File: src/rtl/div_pkg.sv
// Shared types and constants for the multi-cycle 32-bit DIV/DIVU unit.
package div_pkg;

  localparam int REG_W  = 32;
  localparam int DREG_W = 64;

  localparam logic [5:0] LAST_STEP = 6'd31;

  localparam logic DivResultReady    = 1'b1;
  localparam logic DivResultNotReady = 1'b0;
  localparam logic DivStart          = 1'b1;
  localparam logic DivStop           = 1'b0;

  typedef enum logic [1:0] {
    DIV_FREE    = 2'b00,
    DIV_BY_ZERO = 2'b01,
    DIV_ON      = 2'b10,
    DIV_END     = 2'b11
  } div_state_e;

endpackage

File: src/rtl/div_if.sv
// EX-stage to divider request/result bundle.
interface div_if
  import div_pkg::*;
();
  // Handshake: EX raises start_i with operands and holds it until it has seen
  // ready_o; result_o is valid only while ready_o is high, and dropping start_i
  // afterwards returns the divider to idle on the next edge.
  logic              signed_div_i;
  logic [REG_W-1:0]  opdata1_i;
  logic [REG_W-1:0]  opdata2_i;
  logic              start_i;
  logic              annul_i;
  logic [DREG_W-1:0] result_o;
  logic              ready_o;

  modport master (
    output signed_div_i, opdata1_i, opdata2_i, start_i, annul_i,
    input  result_o, ready_o
  );

  modport slave (
    input  signed_div_i, opdata1_i, opdata2_i, start_i, annul_i,
    output result_o, ready_o
  );
endinterface

File: src/rtl/div.sv
// Restoring shift-subtract divider, one quotient bit per clock, {rem, quot} result.
// Signed DIV support is built only when DIV_SIGNED_EN is defined.
module div
  import div_pkg::*;
(
  input  logic       clk,
  input  logic       rst,
  div_if.slave       bus,
  output div_state_e state_o
);

  div_state_e        state_q;
  logic [5:0]        cnt_q;
  logic [64:0]       w_q;
  logic [64:0]       w_step_d;
  logic [REG_W-1:0]  divisor_q;
  logic [DREG_W-1:0] result_q;
  logic              ready_q;
  logic [REG_W:0]    diff;
  logic [REG_W-1:0]  dividend_abs;
  logic [REG_W-1:0]  divisor_abs;
  logic [REG_W-1:0]  quot;
  logic [REG_W-1:0]  rem;
  logic              accept;

  assign accept = (state_q == DIV_FREE) && (bus.start_i == DivStart) && !bus.annul_i;

  // Partial remainder lives in W[64:33]; quotient bits shift in at W[0].
  assign diff     = {1'b0, w_q[63:32]} - {1'b0, divisor_q};
  assign w_step_d = diff[REG_W] ? {w_q[63:0], 1'b0}
                                : {diff[REG_W-1:0], w_q[31:0], 1'b1};

`ifdef DIV_SIGNED_EN
  logic neg_a, neg_b;
  logic neg_a_q, neg_b_q;

  assign neg_a        = bus.signed_div_i & bus.opdata1_i[REG_W-1];
  assign neg_b        = bus.signed_div_i & bus.opdata2_i[REG_W-1];
  assign dividend_abs = neg_a ? (~bus.opdata1_i + 32'd1) : bus.opdata1_i;
  assign divisor_abs  = neg_b ? (~bus.opdata2_i + 32'd1) : bus.opdata2_i;
  // Quotient negates on differing signs; remainder follows the dividend.
  assign quot = (neg_a_q ^ neg_b_q) ? (~w_q[31:0] + 32'd1) : w_q[31:0];
  assign rem  = neg_a_q ? (~w_q[64:33] + 32'd1) : w_q[64:33];

  always_ff @(posedge clk) begin
    if (rst) begin
      neg_a_q <= 1'b0;
      neg_b_q <= 1'b0;
    end else if (accept) begin
      neg_a_q <= neg_a;
      neg_b_q <= neg_b;
    end
  end
`else
  logic unused_signed;
  assign unused_signed = bus.signed_div_i;
  assign dividend_abs  = bus.opdata1_i;
  assign divisor_abs   = bus.opdata2_i;
  assign quot          = w_q[31:0];
  assign rem           = w_q[64:33];
`endif

  always_ff @(posedge clk) begin
    if (rst) begin
      state_q   <= DIV_FREE;
      cnt_q     <= '0;
      w_q       <= '0;
      divisor_q <= '0;
      result_q  <= '0;
      ready_q   <= DivResultNotReady;
    end else begin
      case (state_q)
        DIV_FREE: begin
          if (accept) begin
            if (bus.opdata2_i == '0) begin
              state_q <= DIV_BY_ZERO;
            end else begin
              state_q   <= DIV_ON;
              w_q       <= {32'b0, dividend_abs, 1'b0};
              divisor_q <= divisor_abs;
              cnt_q     <= '0;
            end
          end
        end
        DIV_BY_ZERO: begin
          w_q     <= '0;
          state_q <= DIV_END;
        end
        DIV_ON: begin
          if (bus.annul_i) begin
            state_q <= DIV_FREE;
            cnt_q   <= '0;
          end else begin
            w_q   <= w_step_d;
            cnt_q <= cnt_q + 6'd1;
            if (cnt_q == LAST_STEP) state_q <= DIV_END;
          end
        end
        DIV_END: begin
          if (bus.start_i == DivStop) begin
            state_q  <= DIV_FREE;
            result_q <= '0;
            ready_q  <= DivResultNotReady;
          end else begin
            result_q <= {rem, quot};
            ready_q  <= DivResultReady;
          end
        end
        default: state_q <= DIV_FREE;
      endcase
    end
  end

  assign bus.result_o = result_q;
  assign bus.ready_o  = ready_q;
  assign state_o      = state_q;

endmodule
File: src/flat_wrapper.sv
// flat-port wrapper written by rule: the top's interface ports become plain ports
module div_flat import div_pkg::*;
  (clk, rst, state_o, bus_signed_div_i, bus_opdata1_i, bus_opdata2_i, bus_start_i, bus_annul_i, bus_result_o, bus_ready_o);
  div_if bus_i ();
  input  logic clk;
  input  logic rst;
  output div_state_e state_o;
  input wire logic [$bits(bus_i.signed_div_i)-1:0] bus_signed_div_i;
  input wire logic [$bits(bus_i.opdata1_i)-1:0] bus_opdata1_i;
  input wire logic [$bits(bus_i.opdata2_i)-1:0] bus_opdata2_i;
  input wire logic [$bits(bus_i.start_i)-1:0] bus_start_i;
  input wire logic [$bits(bus_i.annul_i)-1:0] bus_annul_i;
  output wire logic [$bits(bus_i.result_o)-1:0] bus_result_o;
  output wire logic [$bits(bus_i.ready_o)-1:0] bus_ready_o;
  assign bus_i.signed_div_i = bus_signed_div_i;
  assign bus_i.opdata1_i = bus_opdata1_i;
  assign bus_i.opdata2_i = bus_opdata2_i;
  assign bus_i.start_i = bus_start_i;
  assign bus_i.annul_i = bus_annul_i;
  assign bus_result_o = bus_i.result_o;
  assign bus_ready_o = bus_i.ready_o;
  div u_core (.clk(clk), .rst(rst), .bus(bus_i), .state_o(state_o));
endmodule
File: config.mk
export PLATFORM = sky130hd
export DESIGN_NAME = div_flat
export DESIGN_NICKNAME = d
export VERILOG_FILES = /design/src/rtl/div_pkg.sv /design/src/rtl/div_if.sv /design/src/rtl/div.sv /design/src/flat_wrapper.sv
export SDC_FILE = /design/constraint.sdc
export NUM_CORES = 1
export LEC_CHECK = 0
export CAP_MARGIN = 20
export CORE_MARGIN = 3
export CORE_UTILIZATION = 50
export CTS_BUF_LIST = sky130_fd_sc_hd__clkbuf_2 sky130_fd_sc_hd__clkbuf_4 sky130_fd_sc_hd__clkbuf_8
export CTS_CLUSTER_DIAMETER = 200
export DETAILED_ROUTE_END_ITERATION = 8
export PLACE_DENSITY = 0.78
export SETUP_SLACK_MARGIN = 0.4
export SKIP_CTS_REPAIR_TIMING = 1
export SLEW_MARGIN = 10
export SYNTH_ARGS = -nofsm -noshare
export SYNTH_HDL_FRONTEND = slang
export SYNTH_SLANG_ARGS = --single-unit
File: constraint.sdc
create_clock -name clk -period 2.8 [get_ports clk]
set_input_delay 0.7 -clock clk [delete_from_list [all_inputs] [get_ports clk]]
set_output_delay 0.7 -clock clk [all_outputs]
set_load 0.005 [all_outputs]
## Word-level counts from Yosys, hierarchy flattened

Index checks and enable logic that the tools add are counted.

- Add/sub/neg operators: 2
- Eq/ne operators: 9
- Muxes and demuxes: 17
- Bitwise logic cells: 1
- Reduce and logical (&&, ||, !) cells: 11

Operators with widths:

| kind | count |
|---|---|
| two-way mux 65 bit | 4 |
| case mux 65 bit (3 select lines) | 1 |
| two-way mux 64 bit | 1 |
| subtractor 32 x 32 -> 33 bit | 1 |
| zero test 32 bit | 1 |
| two-way mux 6 bit | 3 |
| case mux 6 bit (2 select lines) | 1 |
| two-way mux 2 bit | 5 |
| AND reduction 3 bit | 3 |
| case mux 2 bit (4 select lines) | 1 |
| adder 6 x 1 -> 6 bit (second input constant) | 1 |
| == test 6 x 5 -> 1 bit (second input constant) | 1 |
| != test 2 bit (second input constant) | 3 |
| == test 2 bit (second input constant) | 2 |
| AND reduction 4 bit | 1 |
| != test 3 x 2 -> 1 bit (second input constant) | 1 |
| nonzero test 3 bit | 1 |
| == test 2 x 1 -> 1 bit (second input constant) | 1 |
| logical AND 1 bit | 2 |
| zero test 2 bit | 1 |
| != test 2 x 1 -> 1 bit (second input constant) | 1 |
| nonzero test 2 bit | 1 |
| zero test 1 bit | 1 |
| two-way mux 1 bit | 1 |
| inverter 1 bit | 1 |

- Flip-flop bits (word level): 170

## Longest topological paths before layout

- Depth in word-level cells: 5
- Depth in mapped cells: 13

## Least setup slack after synthesis

Ideal clock, no wire load.

- Path kind: register to register
- Start point: register u_core.w_q[32]
- End point: register u_core.w_q[63]
- Library setup time: 74 ps
- Arrival: 2529 ps
- Required time: 2726 ps
- Setup slack: 197 ps
- Stages on the path, launching flop included: 12
- Period minus slack after synthesis: 2603 ps
- Cells stage by stage: dfxtp_1 inv_1 ha_1 fa_1 nor2b_1 o31ai_2 a21oi_2 a21o_4 a41oi_4 or4_1 a311o_1 o21ai_1

- Cells in the longest elaborated chain, start to end: 4

RTL lines:

| what | RTL line | text |
|---|---|---|
| from (decl) | div.sv:14 | `logic [64:0] w_q;` |
| from (signal assigned) | div.sv:79 | `w_q <= {32'b0, dividend_abs, 1'b0};` |
| from (signal assigned) | div.sv:94 | `w_q <= w_step_d;` |
| subtractor 32 x 32 -> 33 bit | div.sv:29 | `assign diff = {1'b0, w_q[63:32]} - {1'b0, divisor_q};` |
| two-way mux 65 bit | div.sv:30 | `assign w_step_d = diff[REG_W] ? {w_q[63:0], 1'b0}` |
| two-way mux 65 bit | div.sv:90 | `if (bus.annul_i) begin` |
| case mux 65 bit (3 select lines) | div.sv:72 | `case (state_q)` |

Every way passes these cells. The select of a mux whose other input is x is not followed.
A chain may end at the register's enable or synchronous reset.

## Worst setup path in the final report

- Start point: register u_core.w_q[46]
- End point: register u_core.w_q[56]

The elaborated chain is that of the path after synthesis.

==> results.json <==
{
  "reg2reg_depth": 9,
  "period_needed_ps": 2730,
  "synthArstFlopShare_pct": 0,
  "cp_slowest_stage_delay_ps": 450,
  "htree_levels": 4,
  "port_buffers": 134,
  "tritoncts": "built",
  "grt_remaining_overflow": 0,
  "critPathTopFamily": "compound AO/OA/AOI/OAI gates",
  "ios": 136,
  "synth_area_per_cell_um2": 8.45,
  "yosysMostFrequentCell": "dfxtp_1",
  "wire_per_inst_um": 17.3,
  "ys.flop_type": "dfxtp_1",
  "worstSetupPathType": "flip-flop to flip-flop",
  "synth_top_cell_area_share_pct": 40.1,
  "antenna_found_initial": 0,
  "clock_latency_ps": 470,
  "yosys.area.top_type": "dfxtp_1",
  "final_nets": 1273,
  "row_count": 47,
  "grt_max_degree": 66,
  "yosys_warnings": 0,
  "core_um2": 16600,
  "synth_edf_count": 0,
  "rsz0062_at_grt": "true",
  "grt_util_all_layers_pct": 24.8,
  "arrival_ps": 3090,
  "worstSetupStartpointType": "flip-flop",
  "worst-endpoint-required_ps": 3160,
  "final.setup.tns_ps": 0,
  "die_h_um": 136,
  "drive_above_1_share_pct": 15.9,
  "path_depth": 9,
  "netlist_instances": 1005,
  "grt_pass1_vias": 7388,
  "dpl.hpwl_um": 16200,
  "p_per_area_nw_per_um2": 715,
  "synth_area_um2": 8490,
  "synth_common_cells": "dfxtp_1 (170), nor2_1 (160), nand2_1 (81), a22oi_1 (63), mux2i_1 (49)",
  "cp_max_fo": 5,
  "tightest_slew_ps": 681,
  "finalSetupViolCount": 0,
  "post-route-util_pct": 68.5,
  "clk_pin_slew_worst_paths_ps": 100,
  "cts_buffers": 17,
  "cts_root_buffer": "clkbuf_8",
  "synth_cell_types": 68,
  "path_buf_inv": 0,
  "p_leak_nw": 4.57,
  "synth_seq_cells": 170,
  "grt_pass1_wl_um": 37200,
  "hp-class": "flip-flop to flip-flop",
  "relSlewSlack_pct": 54.6,
  "synth_fp_nets": 1114,
  "synthToLayoutAreaGrowth_pct": 33.8,
  "synth_area_leaders": "dfxtp_1 (40%), nor2_1 (7.1%), mux2i_1 (5.8%)",
  "fin_worst_skew_ps": 16.4,
  "antennaDiodeCount": 0,
  "die_w_um": 136,
  "cts.sinks": 170,
  "drt-total-wl_um": 24100,
  "initial_core_util_pct": 51.2,
  "route.detailed.drc": 0,
  "ir_drop_mv": 0.604,
  "slew_viol_final": 0,
  "status": "finished, final reports clean",
  "drt-pass1-iter-count": 5,
  "ys_seq_area_share_pct": 40.1,
  "worstHoldPathCells": 2,
  "final_antenna_net_count": 0,
  "drt_iter0_markers": 706,
  "period_share_pct": 97.6,
  "slowest_stage": "a2111o_1",
  "num_vias": 8062,
  "clock_path_buffers": 2,
  "fmax_mhz": 366,
  "power.total_mw": 8.13,
  "die_area_um2": 18600,
  "hold_slack_ps": 482,
  "drv_cap": 0,
  "crit_chain": "ha_4 -> a21o_1 -> a31o_4 -> a2111o_1 -> o311ai_2 -> a31oi_1 -> or3_1 -> a21oi_2 -> o31ai_1",
  "hold_viol": 0,
  "cp-end-kind": "flip-flop",
  "routed_via_density": 5.77,
  "gp_congestion": 0.914
}
==> layer usage <==
| layer | part of all wire, % | up-vias | GRT usage, % |
|---|---|---|---|
| met3 | 8.5 | 34 | 7.03 |
| met5 | 0 | - | 0 |
| met4 | 1.4 | 0 | 7.17 |
| li1 | - | 3924 | - |
| met2 | 46 | 294 | 39.3 |
| met1 | 44 | 3810 | 33.2 |
==> per-stage QoR <==
stage          cells  cell area (µm²)  setup slack (ps)
2_1_floorplan   1005             8610               301
3_3_place_gp    1353            10500              -241
3_5_place_dp    1353            10500              -347
4_1_cts         1385            10900              66.6
5_1_grt         1397            11400             -36.3
6_report        1397            11400              66.0
==> cell type report <==
type | instances | area (µm²)
fill | 1321 | 5220
clock inverter | 14 | 183
timing repair buffer | 207 | 2080
inverter | 47 | 176
tap | 220 | 275
multi-input combinational | 721 | 4990
sequential | 170 | 3420
clock buffer | 18 | 241
==> power breakdown <==
group	switching, mW	internal (mW)	leakage, nW	total, mW
Combinational	1.91	1.41	2.97	3.32
Clock	0.965	0.913	0.210	1.88
Sequential	0.226	2.71	1.39	2.93
==> placed cells by master (no fill, tap or decap), types with 12 or more instances in the layout <==
| cell type | synthesis | final |
|---|---|---|
| a311oi_1 | 33 | 32 |
| inv_1 | 46 | 42 |
| dlymetal6s2s_1 | 0 | 13 |
| nor2_1 | 160 | 158 |
| mux2i_1 | 49 | 48 |
| clkbuf_8 | 0 | 17 |
| a21oi_1 | 34 | 29 |
| clkdlybuf4s50_1 | 0 | 120 |
| o21ai_0 | 35 | 31 |
| o21ai_1 | 21 | 23 |
| a21o_1 | 13 | 13 |
| nand2_1 | 81 | 81 |
| xor2_1 | 13 | 13 |
| a22oi_1 | 63 | 63 |
| xnor2_1 | 12 | 12 |
| ha_1 | 39 | 22 |
| nand3_1 | 39 | 39 |
| dfxtp_2 | 0 | 13 |
| buf_4 | 1 | 59 |
| dfxtp_1 | 170 | 157 |
==> worst paths after layout <==
| kind | startpoint | endpoint | slack (ps) |
|---|---|---|---|
| worst max-delay path | u_core.w_q[46] | u_core.w_q[56] | 70 |
| worst min-delay path | u_core.bus.result_o[63] | u_core.bus.result_o[63] | 480 |
| worst max register to register | u_core.w_q[46] | u_core.w_q[56] | 70 |
| worst min register to register | u_core.bus.result_o[63] | u_core.bus.result_o[63] | 480 |
==> registers in the layout (all words and copies together) (netlist names) <==
signal               count
u_core.cnt_q             6
u_core.divisor_q        32
u_core.bus.ready_o       1
u_core.bus.result_o     64
u_core.state_o           2
u_core.w_q              65
==> worst reg2reg max path, cell delays in order (launching register included) <==
cell and delay (ps):
dfxtp_2 400, ha_4 240, a21o_1 210, a31o_4 240, a2111o_1 450, o311ai_2 320
a31oi_1 170, or3_1 380, a21oi_2 140, o31ai_1 70
==> logic make-up (layout without fill, tap and decap cells) <==
family	Yosys count	count (layout)	synth area share [%]
and+or+nand+nor	342	342	17.7
AOI/OAI and AO/OA	264	264	22.3
DFF	170	170	40.1
buffers and inverters	114	286	5.44
muxes	50	50	5.91
adders and majority gates	40	40	5.98
xor gates and xnor gates	25	25	2.58
Power figures use the tool's default switching activity.
